## src/rtl/io_pkg.sv

```systemverilog
// rtl/io_pkg.sv - shared codes, defaults and helpers for the G-15 style I/O character buffer
package io_pkg;

  // Non-digit OB format codes, found in OB[3:0] when the digit flag is clear.
  typedef enum logic [3:0] {
    OB_SIGN = 4'h1,
    OB_CR   = 4'h2,
    OB_TAB  = 4'h3,
    OB_STOP = 4'h4,
    OB_WAIT = 4'h7
  } ob_code_e;

  localparam int CHAR_W_DEF = 5;
  localparam int DIG_W_DEF  = 4;
  localparam int DEPTH_DEF  = 4;

  // The digit flag (OB5 on the original machine) is always the top character bit.
  function automatic int digit_flag_bit(input int char_w);
    return char_w - 1;
  endfunction

  localparam int DIGIT_FLAG_BIT = digit_flag_bit(CHAR_W_DEF);

endpackage

```

## src/rtl/io_char_fifo.sv

```systemverilog
// rtl/io_char_fifo.sv - DEPTH x W register FIFO feeding the OB character register
module io_char_fifo
  import io_pkg::*;
#(
  parameter  int DEPTH = DEPTH_DEF,
  parameter  int W     = CHAR_W_DEF,
  localparam int PTR_W = $clog2(DEPTH),
  localparam int CNT_W = PTR_W + 1
) (
  input  logic             clk,
  input  logic             rst,
  input  logic             clr,
  input  logic             push,
  input  logic [W-1:0]     wdata,
  input  logic             pop,
  output logic [W-1:0]     rdata,
  output logic [CNT_W-1:0] cnt,
  output logic             full,
  output logic             empty
);

  logic [W-1:0]     mem_q [DEPTH];
  logic [PTR_W-1:0] wr_ptr_q, wr_ptr_d;
  logic [PTR_W-1:0] rd_ptr_q, rd_ptr_d;
  logic [CNT_W-1:0] cnt_q, cnt_d;
  logic             push_ok;
  logic             pop_ok;

  assign full    = (cnt_q == CNT_W'(DEPTH));
  assign empty   = (cnt_q == '0);
  // A push into a full FIFO is refused even if a pop frees a slot that cycle.
  assign push_ok = push & ~full;
  assign pop_ok  = pop & ~empty;
  assign rdata   = mem_q[rd_ptr_q];
  assign cnt     = cnt_q;

  // Pointer and occupancy next state; pointers wrap naturally since DEPTH is a power of two.
  always_comb begin
    wr_ptr_d = wr_ptr_q;
    rd_ptr_d = rd_ptr_q;
    cnt_d    = cnt_q;
    if (push_ok) wr_ptr_d = wr_ptr_q + PTR_W'(1);
    if (pop_ok)  rd_ptr_d = rd_ptr_q + PTR_W'(1);
    case ({push_ok, pop_ok})
      2'b10:   cnt_d = cnt_q + CNT_W'(1);
      2'b01:   cnt_d = cnt_q - CNT_W'(1);
      default: cnt_d = cnt_q;
    endcase
  end

  // Pointer and occupancy registers, cleared by reset or the READY-style clear.
  always_ff @(posedge clk) begin
    if (rst || clr) begin
      wr_ptr_q <= '0;
      rd_ptr_q <= '0;
      cnt_q    <= '0;
    end else begin
      wr_ptr_q <= wr_ptr_d;
      rd_ptr_q <= rd_ptr_d;
      cnt_q    <= cnt_d;
    end
  end

  // Character storage; contents are don't-care until written, so no reset.
  always_ff @(posedge clk) begin
    if (push_ok && !(rst || clr)) mem_q[wr_ptr_q] <= wdata;
  end

endmodule

```

## src/rtl/io_char_buffer.sv

```systemverilog
// rtl/io_char_buffer.sv - OA/OB/OS I/O registers with an input character FIFO ahead of OB
module io_char_buffer
  import io_pkg::*;
#(
  parameter  int CHAR_W = CHAR_W_DEF,
  parameter  int DIG_W  = DIG_W_DEF,
  parameter  int DEPTH  = DEPTH_DEF,
  localparam int CNT_W  = $clog2(DEPTH) + 1
) (
  input  logic              CLOCK,
  input  logic              rst,
  input  logic              clr,
  input  logic              in_valid,
  input  logic [CHAR_W-1:0] in_char,
  output logic              in_ready,
  input  logic              ob_load,
  output logic              ob_valid,
  output logic [CHAR_W-1:0] ob_char,
  input  logic              ob_ack,
  input  logic              shift_en,
  input  logic              ser_in,
  input  logic              oa_to_ob,
  input  logic              ob_to_oa,
  output logic [DIG_W-1:0]  oa,
  input  logic              sign_set,
  input  logic              sign_clr,
  output logic              os,
  output logic [CNT_W-1:0]  fifo_cnt,
  output logic              cr_tab_ob,
  output logic              sign_ob,
  output logic              tab_ob,
  output logic              wait_ob,
  output logic              stop_ob
);

  localparam int FLAG = digit_flag_bit(CHAR_W);

  logic [CHAR_W-1:0] ob_q, ob_d;
  logic              ob_valid_q, ob_valid_d;
  logic [DIG_W-1:0]  oa_q, oa_d;
  logic              os_q, os_d;
  logic              ob_we;
  logic              pop_ok;
  logic              fifo_full;
  logic              fifo_empty;
  logic [CHAR_W-1:0] fifo_head;

  // True when a character is a non-digit carrying the given format code.
  function automatic logic code_is(input logic [CHAR_W-1:0] v, input ob_code_e c);
    return !v[FLAG] && (v[3:0] == c);
  endfunction

  io_char_fifo #(
    .DEPTH (DEPTH),
    .W     (CHAR_W)
  ) u_fifo (
    .clk   (CLOCK),
    .rst   (rst),
    .clr   (clr),
    .push  (in_valid),
    .wdata (in_char),
    .pop   (ob_load),
    .rdata (fifo_head),
    .cnt   (fifo_cnt),
    .full  (fifo_full),
    .empty (fifo_empty)
  );

  assign in_ready = ~fifo_full;
  assign pop_ok   = ob_load & ~fifo_empty;

  // OB/OA/OS next state; every source reads pre-edge values so OA<->OB transfers swap.
  always_comb begin
    ob_d       = ob_q;
    ob_we      = 1'b0;
    ob_valid_d = ob_valid_q;
    oa_d       = oa_q;
    os_d       = os_q;

    if (pop_ok) begin
      ob_d  = fifo_head;
      ob_we = 1'b1;
    end else if (oa_to_ob) begin
      ob_d              = '0;
      ob_d[DIG_W-1:0]   = oa_q;
      ob_d[FLAG]        = 1'b1;
      ob_we             = 1'b1;
    end

    // A fresh character wins over an acknowledge of the old one.
    if (ob_we)       ob_valid_d = 1'b1;
    else if (ob_ack) ob_valid_d = 1'b0;

    if (ob_to_oa && ob_q[FLAG]) oa_d = ob_q[DIG_W-1:0];
    else if (shift_en)          oa_d = {oa_q[DIG_W-2:0], ser_in};

    if (sign_clr)                                      os_d = 1'b0;
    else if (sign_set || (ob_we && code_is(ob_d, OB_SIGN))) os_d = 1'b1;
  end

  // OA/OB/OS registers; reset dominates clear, clear dominates all other inputs.
  always_ff @(posedge CLOCK) begin
    if (rst || clr) begin
      ob_q       <= '0;
      ob_valid_q <= 1'b0;
      oa_q       <= '0;
      os_q       <= 1'b0;
    end else begin
      ob_q       <= ob_d;
      ob_valid_q <= ob_valid_d;
      oa_q       <= oa_d;
      os_q       <= os_d;
    end
  end

  assign ob_char   = ob_q;
  assign ob_valid  = ob_valid_q;
  assign oa        = oa_q;
  assign os        = os_q;

  // TAB also raises CR_TAB, matching the original G-15 decode.
  assign cr_tab_ob = code_is(ob_q, OB_CR) | code_is(ob_q, OB_TAB);
  assign sign_ob   = code_is(ob_q, OB_SIGN);
  assign tab_ob    = code_is(ob_q, OB_TAB);
  assign wait_ob   = code_is(ob_q, OB_WAIT);
  assign stop_ob   = code_is(ob_q, OB_STOP);

endmodule

```

## config.mk

```make
export PLATFORM = sky130hd
export DESIGN_NAME = io_char_buffer
export DESIGN_NICKNAME = d
export VERILOG_FILES = /design/src/rtl/io_pkg.sv /design/src/rtl/io_char_fifo.sv /design/src/rtl/io_char_buffer.sv
export SDC_FILE = /design/constraint.sdc
export NUM_CORES = 1
export LEC_CHECK = 0
export CAP_MARGIN = 20
export CELL_PAD_IN_SITES_DETAIL_PLACEMENT = 1
export CELL_PAD_IN_SITES_GLOBAL_PLACEMENT = 1
export CORE_MARGIN = 2
export CORE_UTILIZATION = 36
export CTS_CLUSTER_SIZE = 28
export DETAILED_ROUTE_END_ITERATION = 10
export PLACE_DENSITY = 0.73
export SLEW_MARGIN = 40
export SYNTH_ARGS = -nofsm -noshare
export SYNTH_HDL_FRONTEND = slang
export SYNTH_SLANG_ARGS = --single-unit
```

## constraint.sdc

```tcl
create_clock -name CLOCK -period 2.3 [get_ports CLOCK]
set_clock_uncertainty 0.15 [all_clocks]
set_input_delay 0.345 -clock CLOCK [delete_from_list [all_inputs] [get_ports CLOCK]]
set_output_delay 0.345 -clock CLOCK [all_outputs]
set_load 0.02 [all_outputs]
```

[After elaboration in Yosys (flattened, before gate mapping)]
Memories as Yosys holds them, arrays and structs flattened. A register that Yosys moved wholly into a read port is not among the register bits.
Cells that the tools add are included.
Storage, ports and cells
  register bits: 18
  RAM bits: 20
  logic and storage cells: 58
  memories kept: 1
Cells by class
  add/sub/neg operators: 4
  eq/ne operators: 9
  mux-type cells: 13
  bitwise logic cells: 5
  reduce and logical (&&, ||, !) cells: 19
Memory list
  u_fifo.mem_q: depth 4, width 5, rd ports 1, clocked after memory_dff 1, write ports 1, RTL line io_char_fifo.sv:22  | logic [W-1:0] mem_q [DEPTH];
Operators with widths (count)
  2-to-1 mux 5 bit: 2
  logical AND 1 bit: 9
  == test 4 x 1 -> 1 bit, second input constant: 2
  == test 4 x 2 -> 1 bit, second input constant: 2
  == test 4 x 3 -> 1 bit, second input constant: 2
  2-to-1 mux 4 bit: 2
  2-to-1 mux 1 bit: 6
  case mux 3 bit (2 select lines): 1
  nonzero test 2 bit: 3
  adder 2 x 1 -> 2 bit, second input constant: 2
  2-to-1 mux 2 bit: 2
  adder 3 x 1 -> 3 bit, second input constant: 1
  == test 3 bit, second input constant: 1
  logical NOT 1 bit: 3
  logical NOT 3 bit: 1
  subtractor 3 x 1 -> 3 bit, second input constant: 1
  AND 1 bit: 2
  == test 2 x 1 -> 1 bit, second input constant: 1
  == test 2 bit, second input constant: 1
  logical OR 1 bit: 2
  NOT 1 bit: 2
  OR reduction 2 bit: 1
  bitwise OR 1 bit: 1

[Logic depth before layout (Yosys ltp)]
Gate-level depths: netlist of the first run.
  depth in word-level cells: 8
  gate-level depth with buffers: 10
  depth with buffers taken out: 9

[Hierarchy]
From an unflattened synthesis of the first run, not the netlist that was laid out.
Second synthesis, totals
  cell total of the unflattened synthesis: 143
  area total of the unflattened synthesis: 1840.5 um2
By module, submodules not included
  io_char_fifo: instances 1, cells an instance 82, area each 1197.4 um2
  io_char_buffer: instances 1, cells an instance 61, area each 643.1 um2

[Worst setup path after synthesis of the first run]
OpenSTA, ideal clock, no wires.
  path type: register to register
  start point: reg u_fifo.cnt_q[2] (netlist: u_fifo.cnt[2])
  end point: reg u_fifo.cnt_q[2] (netlist: u_fifo.cnt[2])
  setup time: 71 ps
  arrival: 2591 ps
  path slack: -511 ps
  cell stages (with the launch flop): 11
  path buffers: 1
  clock period less this slack: 2811 ps
  cell sequence: dfxtp_1 -> or3b_2 -> clkbuf_1 -> and2_1 -> inv_1 -> ha_1 -> inv_1 -> fa_1 -> xor2_1 -> or3_1 -> a21oi_1
On the way
  longest elaborated chain between the ends: 5
RTL lines
  start: declaration: RTL line io_char_fifo.sv:25  | logic [CNT_W-1:0] cnt_q, cnt_d;
  start signal: assignment: RTL line io_char_fifo.sv:60  | cnt_q <= cnt_d;
  == test 3 bit *: RTL line io_char_fifo.sv:29  | assign full = (cnt_q == CNT_W'(DEPTH));
  NOT 1 bit *
  net in_ready: RTL line io_char_buffer.sv:15  | output logic in_ready,
  AND 1 bit *: RTL line io_char_fifo.sv:32  | assign push_ok = push & ~full;
  == test 2 x 1 -> 1 bit / == test 2 bit (equally long branches): RTL line io_char_fifo.sv:44  | case ({push_ok, pop_ok})
  case mux 3 bit (2 select lines) / nonzero test 2 bit (equally long branches)
Mark *: on every way through the listed nets, which the timed path passes. The rest lies on a longest branch.
A chain may end at the register's enable or synchronous reset.

[Final worst setup path of the first run]
  start point: reg u_fifo.cnt_q[1] (netlist: u_fifo.cnt[1])
  end point: reg u_fifo.cnt_q[2] (netlist: u_fifo.cnt[2])
On the way
  longest elaborated chain between the ends: 5
RTL lines (RTL line)
  == test 3 bit / logical NOT 3 bit (equally long branches): io_char_fifo.sv:29, io_char_fifo.sv:30
  NOT 1 bit (on tied branches): io_char_fifo.sv:32, io_char_fifo.sv:33
  AND 1 bit (on tied branches): io_char_fifo.sv:32, io_char_fifo.sv:33
  == test 2 x 1 -> 1 bit / == test 2 bit (equally long branches): io_char_fifo.sv:44
  case mux 3 bit (2 select lines) / nonzero test 2 bit (equally long branches)
Parallel ways exist; a longest one is shown, timed or not.

==> impl_metrics.json, run 1 <==
{
  "status": "finished clean",
  "worstReg2RegStart": "u_fifo.cnt[1]$_SDFFE_PP0P_",
  "initial_core_util_pct": 37.2,
  "drt_wl_total_um": 4000,
  "syn_area_um2": 1760,
  "final_cell_area_um2": 2430,
  "postRouteAntennaNets": 0,
  "synth-seq-cells": 40,
  "synthCells": 139,
  "grt_pass1_vias": 1312,
  "syn_avg_cell_area_um2": 12.6,
  "leakage_nw": 0.924,
  "peakVddDrop_v": 0.000394,
  "endpoint": "u_fifo.cnt[2]$_SDFFE_PP0P_",
  "first_iter_violations": 47,
  "numClockSinks": 40,
  "grt_pass1_wl_um": 6510,
  "synth_area_leader_cell": "edfxtp_1",
  "vias": 1227,
  "maxCapViolations": 0,
  "fin_nets": 209,
  "synth_fp_nets": 162,
  "synthTopCellsByArea": "edfxtp_1, dfxtp_1, mux4_1",
  "drv_slew": 0,
  "grt-ovfl-total": 0,
  "final_cell_mix": "clkdlybuf4s50_1, edfxtp_1, dfxtp_1",
  "clk_latency_ns": 0.29,
  "final_util_pct": 51.4,
  "avgRoutedWirePerCell_um": 15.8,
  "drive_gt1_share_pct": 20.3,
  "worst-setup-path-type": "reg2reg",
  "die_w_um": 73.8,
  "fill_cells": 506,
  "postCtsSetupRepairBufs": 0,
  "whs_ns": 0.386,
  "cts_hold_buf": 0,
  "cts_tree": "yes",
  "reg2reg_to": "u_fifo.cnt[2]$_SDFFE_PP0P_",
  "rows": 25,
  "crit_required_ns": 2.37,
  "die_area_um2": 5450,
  "chipHeight_um": 73.8,
  "hold_path_class": "reg2reg",
  "path_max_fanout": 2,
  "gp_congestion": 0.747,
  "vias_per_cell": 4.83,
  "mostFrequentLayoutCell": "clkdlybuf4s50_1",
  "reg2reg_slack_ns": 0.03,
  "grt.total_usage_pct": 16.2,
  "crit_path_start_kind": "flip-flop",
  "worstSetupStartpoint": "u_fifo.cnt[1]$_SDFFE_PP0P_",
  "fmax_ghz": 0.441,
  "slew_headroom_pct": 71.3,
  "first_pass_iters": 4,
  "cts.clk_slew.worst_paths_ns": 0.07,
  "cp_cell_sequence": "or3b_4, and2_4, inv_4, ha_4, inv_2, fa_2, xor2_1, or3_1, a21oi_1",
  "clockBufferDepth": 2,
  "yosysUniqueCellTypes": 34,
  "cts_root_buf": "clkbuf_8",
  "crit_slowest_cell": "or3b_4",
  "hpwlAfterDp_um": 3110,
  "antenna_found_initial": 0,
  "post-route-period-util_pct": 98.5,
  "crit_path_max_incr_delay_ns": 0.39,
  "synth_top_area_share_pct": 34.2,
  "numPortBuffers": 36,
  "synth.yosys.seq_area_share_pct": 57.0,
  "hold_viol_final": 0,
  "grt_start_max_net_pins": 17,
  "antenna_cells": 0,
  "drc": 0,
  "rsz0062_at_grt": "true",
  "multiInputGateArea_um2": 707,
  "syn2layout_area_growth_pct": 38.2,
  "dpl_cell_area_um2": 2270,
  "instances_no_fill": 254,
  "setup_viol": 0,
  "power.density_nw_per_um2": 689,
  "synth_warnings": 0,
  "worst_pin_slew_ns": 0.425,
  "regArea_um2": 1010,
  "dp_cells": 246,
  "worstSetupEndpointType": "flip-flop",
  "cts_buffers": 5,
  "post-route-min-period_ns": 2.27,
  "h-tree-depth": 2,
  "core_um2": 4720,
  "io_pins": 37,
  "cp.arrival_ns": 2.33,
  "r2r_cells": 9
}
## synth_stat cells, drive strengths merged
master,n
mux4,5
o41ai,1
nand3,3
a211oi,6
or3,2
xnor2,1
inv,9
mux2,4
nor2,15
clkbuf,3
a21oi,6
and2,3
or2,2
nand2b,2
ha,5
o31ai,1
and3,4
mux2i,6
buf,3
or3b,1
xor2,3
o311ai,1
nand2,1
fa,1
o21ai,2
a21o,2
nor4,1
nor3,6
dfxtp,20
edfxtp,20
## state kept, by name, summed over array words and instances, names as in the netlist, named ones only
| name | cells |
|---|---|
| ob_valid | 1 |
| u_fifo.cnt | 3 |
| u_fifo.rd_ptr_q | 2 |
| u_fifo.wr_ptr_q | 2 |
| oa | 4 |
| ob_char | 5 |
| u_fifo.mem_q | 20 |
| os | 1 |
## report_power, final
part | total (mW) | switching (mW) | internal (mW) | leakage [nW]
Clock | 0.746 | 0.247 | 0.499 | 0.0765
Sequential | 0.770 | 0.0112 | 0.759 | 0.345
Combinational | 0.154 | 0.0730 | 0.0814 | 0.502
## kinds of logic (layout without fill, tap and decap cells)
group	Yosys count	count (layout)	synth area share, %
DFF	40	40	57.0
adders and majority gates	6	6	4.70
and+or+nand+nor	40	40	11.5
muxes	15	15	13.0
buffers and inverters	15	63	3.85
xor gates and xnor gates	4	4	2.00
AOI/OAI and AO/OA	19	19	7.84
## critical path, delay by kind of cell, from the launching register on
| family | cells | cell delay, ns |
|---|---|---|
| flops | 1 | 0.35 |
| fa+ha+maj | 2 | 0.47 |
| xor+xnor | 1 | 0.16 |
| simple gates | 3 | 0.86 |
| buf+inv | 2 | 0.08 |
| compound gates | 1 | 0.12 |
## cell type report
type                       instances  share of cell area (%)
clock inverter                     2                    2.48
tap                               67                    3.46
multi-input combinational         84                    29.1
sequential                        40                    41.6
inverter                           9                    1.50
timing repair buffer              46                    17.9
clock buffer                       6                    3.87
## worst min-delay path by stage
stage,from,end,cells past startpoint
floorplan,in_char[0],u_fifo.mem_q[0][0]$_DFFE_PP_,0
global placement,u_fifo.rd_ptr_q[1]$_SDFFE_PP0N_,u_fifo.rd_ptr_q[1]$_SDFFE_PP0N_,2
detailed placement,os$_SDFFE_PP0P_,os$_SDFFE_PP0P_,2
CTS,ob_valid$_SDFFE_PP0P_,ob_valid$_SDFFE_PP0P_,2
global route,os$_SDFFE_PP0P_,os$_SDFFE_PP0P_,2
finish,ob_valid$_SDFFE_PP0P_,ob_valid$_SDFFE_PP0P_,2
## metrics by stage
step	total power, mW	TNS, ns	worst slack (ns)
global placement	0.934	-0.0204	-0.0204
detailed placement	0.943	-0.112	-0.112
floorplan	0.863	-0.117	-0.117
global route	1.73	-0.0566	-0.0566
CTS	1.68	0	0.00489
finish	1.67	0	0.0345
## routing by layer
layer  share of wire, %  track usage (%)  vias to the layer above
li1                   -                -                      599
met1                 42             18.7                      584
met2                 51             28.6                       37
met3                5.8             4.66                        7
met4                1.4             5.25                        0
met5                  0                0                        -
## what timing repair did
item,in CTS,in global routing
pin swaps,3,1
resized for setup,3,1
endpoints found under the setup margin,3,2
Note: power is estimated with default switching activity, not from simulation.
==> run 2: changes to the inputs <==
--- a/config.mk
+++ b/config.mk
@@ -12,6 +12,7 @@
 export CORE_UTILIZATION = 36
 export CTS_CLUSTER_SIZE = 28
 export DETAILED_ROUTE_END_ITERATION = 10
+export MAX_ROUTING_LAYER = met4
 export PLACE_DENSITY = 0.73
 export SLEW_MARGIN = 40
 export SYNTH_ARGS = -nofsm -noshare
==> impl_metrics.json, run 2 (synthesized netlist as in run 1, its figures left out) <==
{
  "clockBufferDepth": 2,
  "setup_viol": 0,
  "core_um2": 4720,
  "maxCapViolations": 0,
  "rsz0062_at_grt": "true",
  "numClockSinks": 40,
  "cts.clk_slew.worst_paths_ns": 0.07,
  "finalPower_mw": 1.67,
  "initial_core_util_pct": 37.2,
  "clk_latency_ns": 0.30,
  "leakage_nw": 0.924,
  "vias": 1235,
  "drive_gt1_share_pct": 20.3,
  "wl_met3_um": 253,
  "cts_tree": "yes",
  "largest_reg_flops": 20,
  "slew_headroom_pct": 71.3,
  "cts_root_buf": "clkbuf_8",
  "post-route-period-util_pct": 98.4,
  "hpwlAfterDp_um": 3110,
  "hold_path_depth": 2,
  "mostFrequentLayoutCell": "clkdlybuf4s50_1",
  "regArea_um2": 1010,
  "fill_cells": 506,
  "cp.arrival_ns": 2.33,
  "die_area_um2": 5450,
  "postRouteAntennaNets": 0,
  "setup_tns_ns": 0,
  "worst_slack_ns": 0.0369,
  "power.density_nw_per_um2": 689,
  "first_iter_violations": 47,
  "r2r_cells": 9,
  "whs_ns": 0.386,
  "drt_wl_total_um": 4020,
  "top_register": "u_fifo.mem_q",
  "status": "finished clean",
  "drv_slew": 0,
  "grt_pass1_wl_um": 6500,
  "worst-setup-path-type": "reg2reg",
  "rows": 25,
  "io_pins": 37,
  "vias_per_cell": 4.86,
  "antenna_found_initial": 0,
  "postCtsSetupRepairBufs": 0,
  "dp_cells": 246,
  "route.layer.met1.wl_um": 1690,
  "wl_met2_um": 2020,
  "instances_no_fill": 254,
  "worstSetupEndpointType": "flip-flop",
  "antenna_cells": 0,
  "avgRoutedWirePerCell_um": 15.8,
  "grt-ovfl-total": 0,
  "gp_congestion": 0.757,
  "reg2reg_to": "u_fifo.cnt[2]$_SDFFE_PP0P_",
  "die_w_um": 73.8,
  "cts_hold_buf": 0,
  "drc": 0,
  "syn2layout_area_growth_pct": 38.2,
  "min_to": "ob_valid$_SDFFE_PP0P_",
  "multiInputGateArea_um2": 707,
  "peakVddDrop_v": 0.000394,
  "post-route-min-period_ns": 2.26,
  "fin_nets": 209,
  "hold_path_class": "reg2reg",
  "worstReg2RegStart": "u_fifo.cnt[1]$_SDFFE_PP0P_",
  "cts_buffers": 5,
  "hold_start": "ob_valid$_SDFFE_PP0P_",
  "grt_pass1_vias": 1307,
  "worst_pin_slew_ns": 0.425,
  "crit_path_start_kind": "flip-flop",
  "pre_cts_ws_ns": -0.112,
  "chipHeight_um": 73.8,
  "first_pass_iters": 4,
  "grt_start_max_net_pins": 17,
  "fmax_ghz": 0.442,
  "crit_required_ns": 2.37,
  "grt.total_usage_pct": 16.6,
  "hold_viol_final": 0,
  "h-tree-depth": 2,
  "reg2reg_slack_ns": 0.04,
  "final_cell_mix": "clkdlybuf4s50_1, edfxtp_1, dfxtp_1",
  "path_max_fanout": 2,
  "highest_layer": "met4",
  "numPortBuffers": 36
}
-- run 2: cell counts in the layout (fill, tap and decap cells not counted) --
Identical to the previous run, type by type.
-- run 2: stage by stage --
step                      instance area, um2  utilization, %
after floorplan                         1790               -
after detailed placement                2270            48.1
after CTS                               2420            51.3
after global routing                    2430            51.4
after global placement                  2270            48.1
final                                   2430            51.4
-- run 2: report_power, final --
group          switching (mW)  leakage, nW  internal, mW
clock network           0.249       0.0765         0.499
logic                  0.0730        0.502        0.0814
registers              0.0112        0.345         0.759
total                   0.333        0.924          1.34
-- run 2: worst max-delay path by stage --
stage | depth (start not counted) | from | endpoint | slack (ns)
3_3_place_gp | 9 | ob_load | u_fifo.cnt[2]$_SDFFE_PP0P_ | -0.02
2_1_floorplan | 10 | u_fifo.cnt[2]$_SDFFE_PP0P_ | u_fifo.cnt[2]$_SDFFE_PP0P_ | -0.12
5_1_grt | 9 | u_fifo.cnt[1]$_SDFFE_PP0P_ | u_fifo.cnt[2]$_SDFFE_PP0P_ | -0.06
6_report | 9 | u_fifo.cnt[1]$_SDFFE_PP0P_ | u_fifo.cnt[2]$_SDFFE_PP0P_ | 0.04
4_1_cts | 9 | u_fifo.cnt[1]$_SDFFE_PP0P_ | u_fifo.cnt[2]$_SDFFE_PP0P_ | 0.005
3_5_place_dp | 9 | ob_load | u_fifo.cnt[2]$_SDFFE_PP0P_ | -0.11
-- run 2: what timing repair did --
| item | CTS | global route |
|---|---|---|
| resized for setup | 3 | 1 |
| pin swaps | 3 | 1 |
| endpoints found under the setup margin | 3 | 2 |
-- run 2: area by class of cell --
type                       instances  area share, %
clock inverter                     2           2.48
tap                               67           3.46
multi-input combinational         84           29.1
inverter                           9           1.50
timing repair buffer              46           17.9
clock buffer                       6           3.87
sequential                        40           41.6
-- run 2: critical path: stages, from the launching register on --
cell     delay, ns
dfxtp_4       0.35
or3b_4        0.39
and2_4        0.16
inv_4         0.05
ha_4          0.13
inv_2         0.03
fa_2          0.34
xor2_1        0.16
or3_1         0.31
a21oi_1       0.12
-- run 2: layer usage --
metal,vias to the layer above,track usage (%)
li1,600,-
met1,586,18.7
met2,41,28.6
met3,8,4.66
met4,0,5.25
met5,-,-
==> run 3: changes to the inputs <==
==> constraint.sdc (replaced) <==
create_clock -name CLOCK -period 2.3 [get_ports CLOCK]
set_clock_uncertainty 0.15 [all_clocks]
set_input_delay 0.345 -clock CLOCK [delete_from_list [all_inputs] [get_ports CLOCK]]
set_output_delay 0.345 -clock CLOCK [all_outputs]
set_load 0.01 [all_outputs]
==> impl_metrics.json, run 3 (synthesized netlist as in run 1, its figures left out) <==
{
  "status": "complete, but fails checks",
  "violations": "negative setup slack",
  "final_cell_area_um2": 2420,
  "grt_start_max_net_pins": 17,
  "clk_latency_ns": 0.30,
  "syn2layout_area_growth_pct": 37.8,
  "reg2reg_slack_ns": -0.02,
  "grt.total_usage_pct": 16.6,
  "cts_hold_buf": 0,
  "rows": 25,
  "path_max_fanout": 2,
  "largest_reg_flops": 20,
  "drive_gt1_share_pct": 21.8,
  "whs_ns": 0.397,
  "drv_slew": 0,
  "gp_congestion": 0.785,
  "grt-ovfl-total": 0,
  "cts_buffers": 5,
  "mostFrequentLayoutCell": "clkdlybuf4s50_1",
  "worstSetupEndpointType": "flip-flop",
  "endpoint": "u_fifo.cnt[2]$_SDFFE_PP0P_",
  "vias": 1239,
  "rsz0062_at_grt": "true",
  "numPortBuffers": 36,
  "cts.clk_slew.worst_paths_ns": 0.08,
  "peakVddDrop_v": 0.000273,
  "cts_tree": "yes",
  "worst-setup-path-type": "reg2reg",
  "grt_pass1_wl_um": 6330,
  "post-route-min-period_ns": 2.32,
  "grt_pass1_vias": 1331,
  "dpl_cell_area_um2": 2270,
  "chipHeight_um": 73.8,
  "crit_path_start_kind": "flip-flop",
  "worstReg2RegStart": "u_fifo.cnt[1]$_SDFFE_PP0P_",
  "power.density_nw_per_um2": 640,
  "postRouteAntennaNets": 0,
  "r2r_cells": 9,
  "avgRoutedWirePerCell_um": 15.9,
  "vias_per_cell": 4.86,
  "cts_root_buf": "clkbuf_8",
  "die_w_um": 73.8,
  "clockBufferDepth": 2,
  "drt_wl_total_um": 4060,
  "io_pins": 37,
  "hold_path_class": "reg2reg",
  "fin_nets": 210,
  "numClockSinks": 40,
  "hpwlAfterDp_um": 3200,
  "first_iter_violations": 20,
  "final_cell_mix": "clkdlybuf4s50_1, edfxtp_1, dfxtp_1",
  "worst_pin_slew_ns": 0.408,
  "drc": 0,
  "first_pass_iters": 4,
  "maxCapViolations": 0,
  "crit_required_ns": 2.37,
  "antenna_found_initial": 0,
  "post-route-period-util_pct": 101,
  "h-tree-depth": 2,
  "leakage_nw": 0.913,
  "die_area_um2": 5450,
  "top_register": "u_fifo.mem_q",
  "worstSetupStartpoint": "u_fifo.cnt[1]$_SDFFE_PP0P_",
  "hold_viol_final": 0,
  "cp.arrival_ns": 2.39,
  "reg2reg_to": "u_fifo.cnt[2]$_SDFFE_PP0P_",
  "worst_slack_ns": -0.0214,
  "setup_viol": 1,
  "initial_core_util_pct": 37.2,
  "fmax_ghz": 0.431,
  "slew_headroom_pct": 72.5,
  "antenna_cells": 0,
  "core_um2": 4720
}
-- run 3: cell type report --
type	count	area (um2)
well taps	67	83.8
clock inverters	1	30.0
fillers	473	2300
clock buffers	7	97.6
inverters	9	33.8
repair buffers	47	444
multi-input cells	84	716
flip-flops and latches	40	1010
-- run 3: power breakdown --
group | leakage, nW | internal, mW | switching, mW
Combinational | 0.504 | 0.0825 | 0.0672
Clock | 0.0636 | 0.390 | 0.239
Sequential | 0.346 | 0.759 | 0.0109
-- run 3: routing by layer --
| metal | GRT usage, % | routed length [um] | share of wire [%] |
|---|---|---|---|
| met4 | 6.06 | 63 | 1.6 |
| met3 | 4.80 | 214 | 5.3 |
| met1 | 17.6 | 1700 | 42 |
| met5 | - | 0 | 0 |
| met2 | 29.2 | 2090 | 51 |
-- run 3: worst min path at each step --
stage / depth (start not counted) / from / endpoint / slack (ns)
6_report: 2 / u_fifo.rd_ptr_q[1]$_SDFFE_PP0N_ / flip-flop / 0.40
5_1_grt: 2 / os$_SDFFE_PP0P_ / os$_SDFFE_PP0P_ / 0.43
4_1_cts: 2 / u_fifo.rd_ptr_q[1]$_SDFFE_PP0N_ / flip-flop / 0.41
3_5_place_dp: 2 / u_fifo.rd_ptr_q[0]$_SDFFE_PP0N_ / flip-flop / 0.40
3_3_place_gp: 2 / u_fifo.rd_ptr_q[1]$_SDFFE_PP0N_ / u_fifo.rd_ptr_q[1]$_SDFFE_PP0N_ / 0.36
2_1_floorplan: 0 / in_char[0] / u_fifo.mem_q[0][0]$_DFFE_PP_ / 0.29
-- run 3: through the flow --
step / TNS (ns) / worst slack (ns) / total power [mW] / utilization (%) / std cells
after floorplan: -0.0858 / -0.0858 / 0.855 / - / 139
after global placement: -0.0209 / -0.0209 / 0.926 / 48.1 / 246
after detailed placement: -0.136 / -0.136 / 0.935 / 48.1 / 246
after CTS: -0.00379 / -0.00379 / 1.57 / 50.8 / 254
after global routing: -0.105 / -0.105 / 1.61 / 51.2 / 255
final: -0.0214 / -0.0214 / 1.55 / 51.2 / 255
-- run 3: what timing repair did --
| item | in CTS | in global routing |
|---|---|---|
| endpoints found under the setup margin | 2 | 2 |
| buffers inserted | 0 | 1 |
| resized for setup | 1 | 4 |
| pin swaps | 6 | 2 |
| endpoints found under the hold margin | 0 | 0 |
-- run 3: critical path, stage by stage, from the launching register on --
cell and delay, ns:
dfxtp_4 0.34, or3b_4 0.39, and2_4 0.17, inv_2 0.06, ha_4 0.13, inv_2 0.04
fa_2 0.33, xor2_1 0.16, or3_4 0.36, a21oi_2 0.11
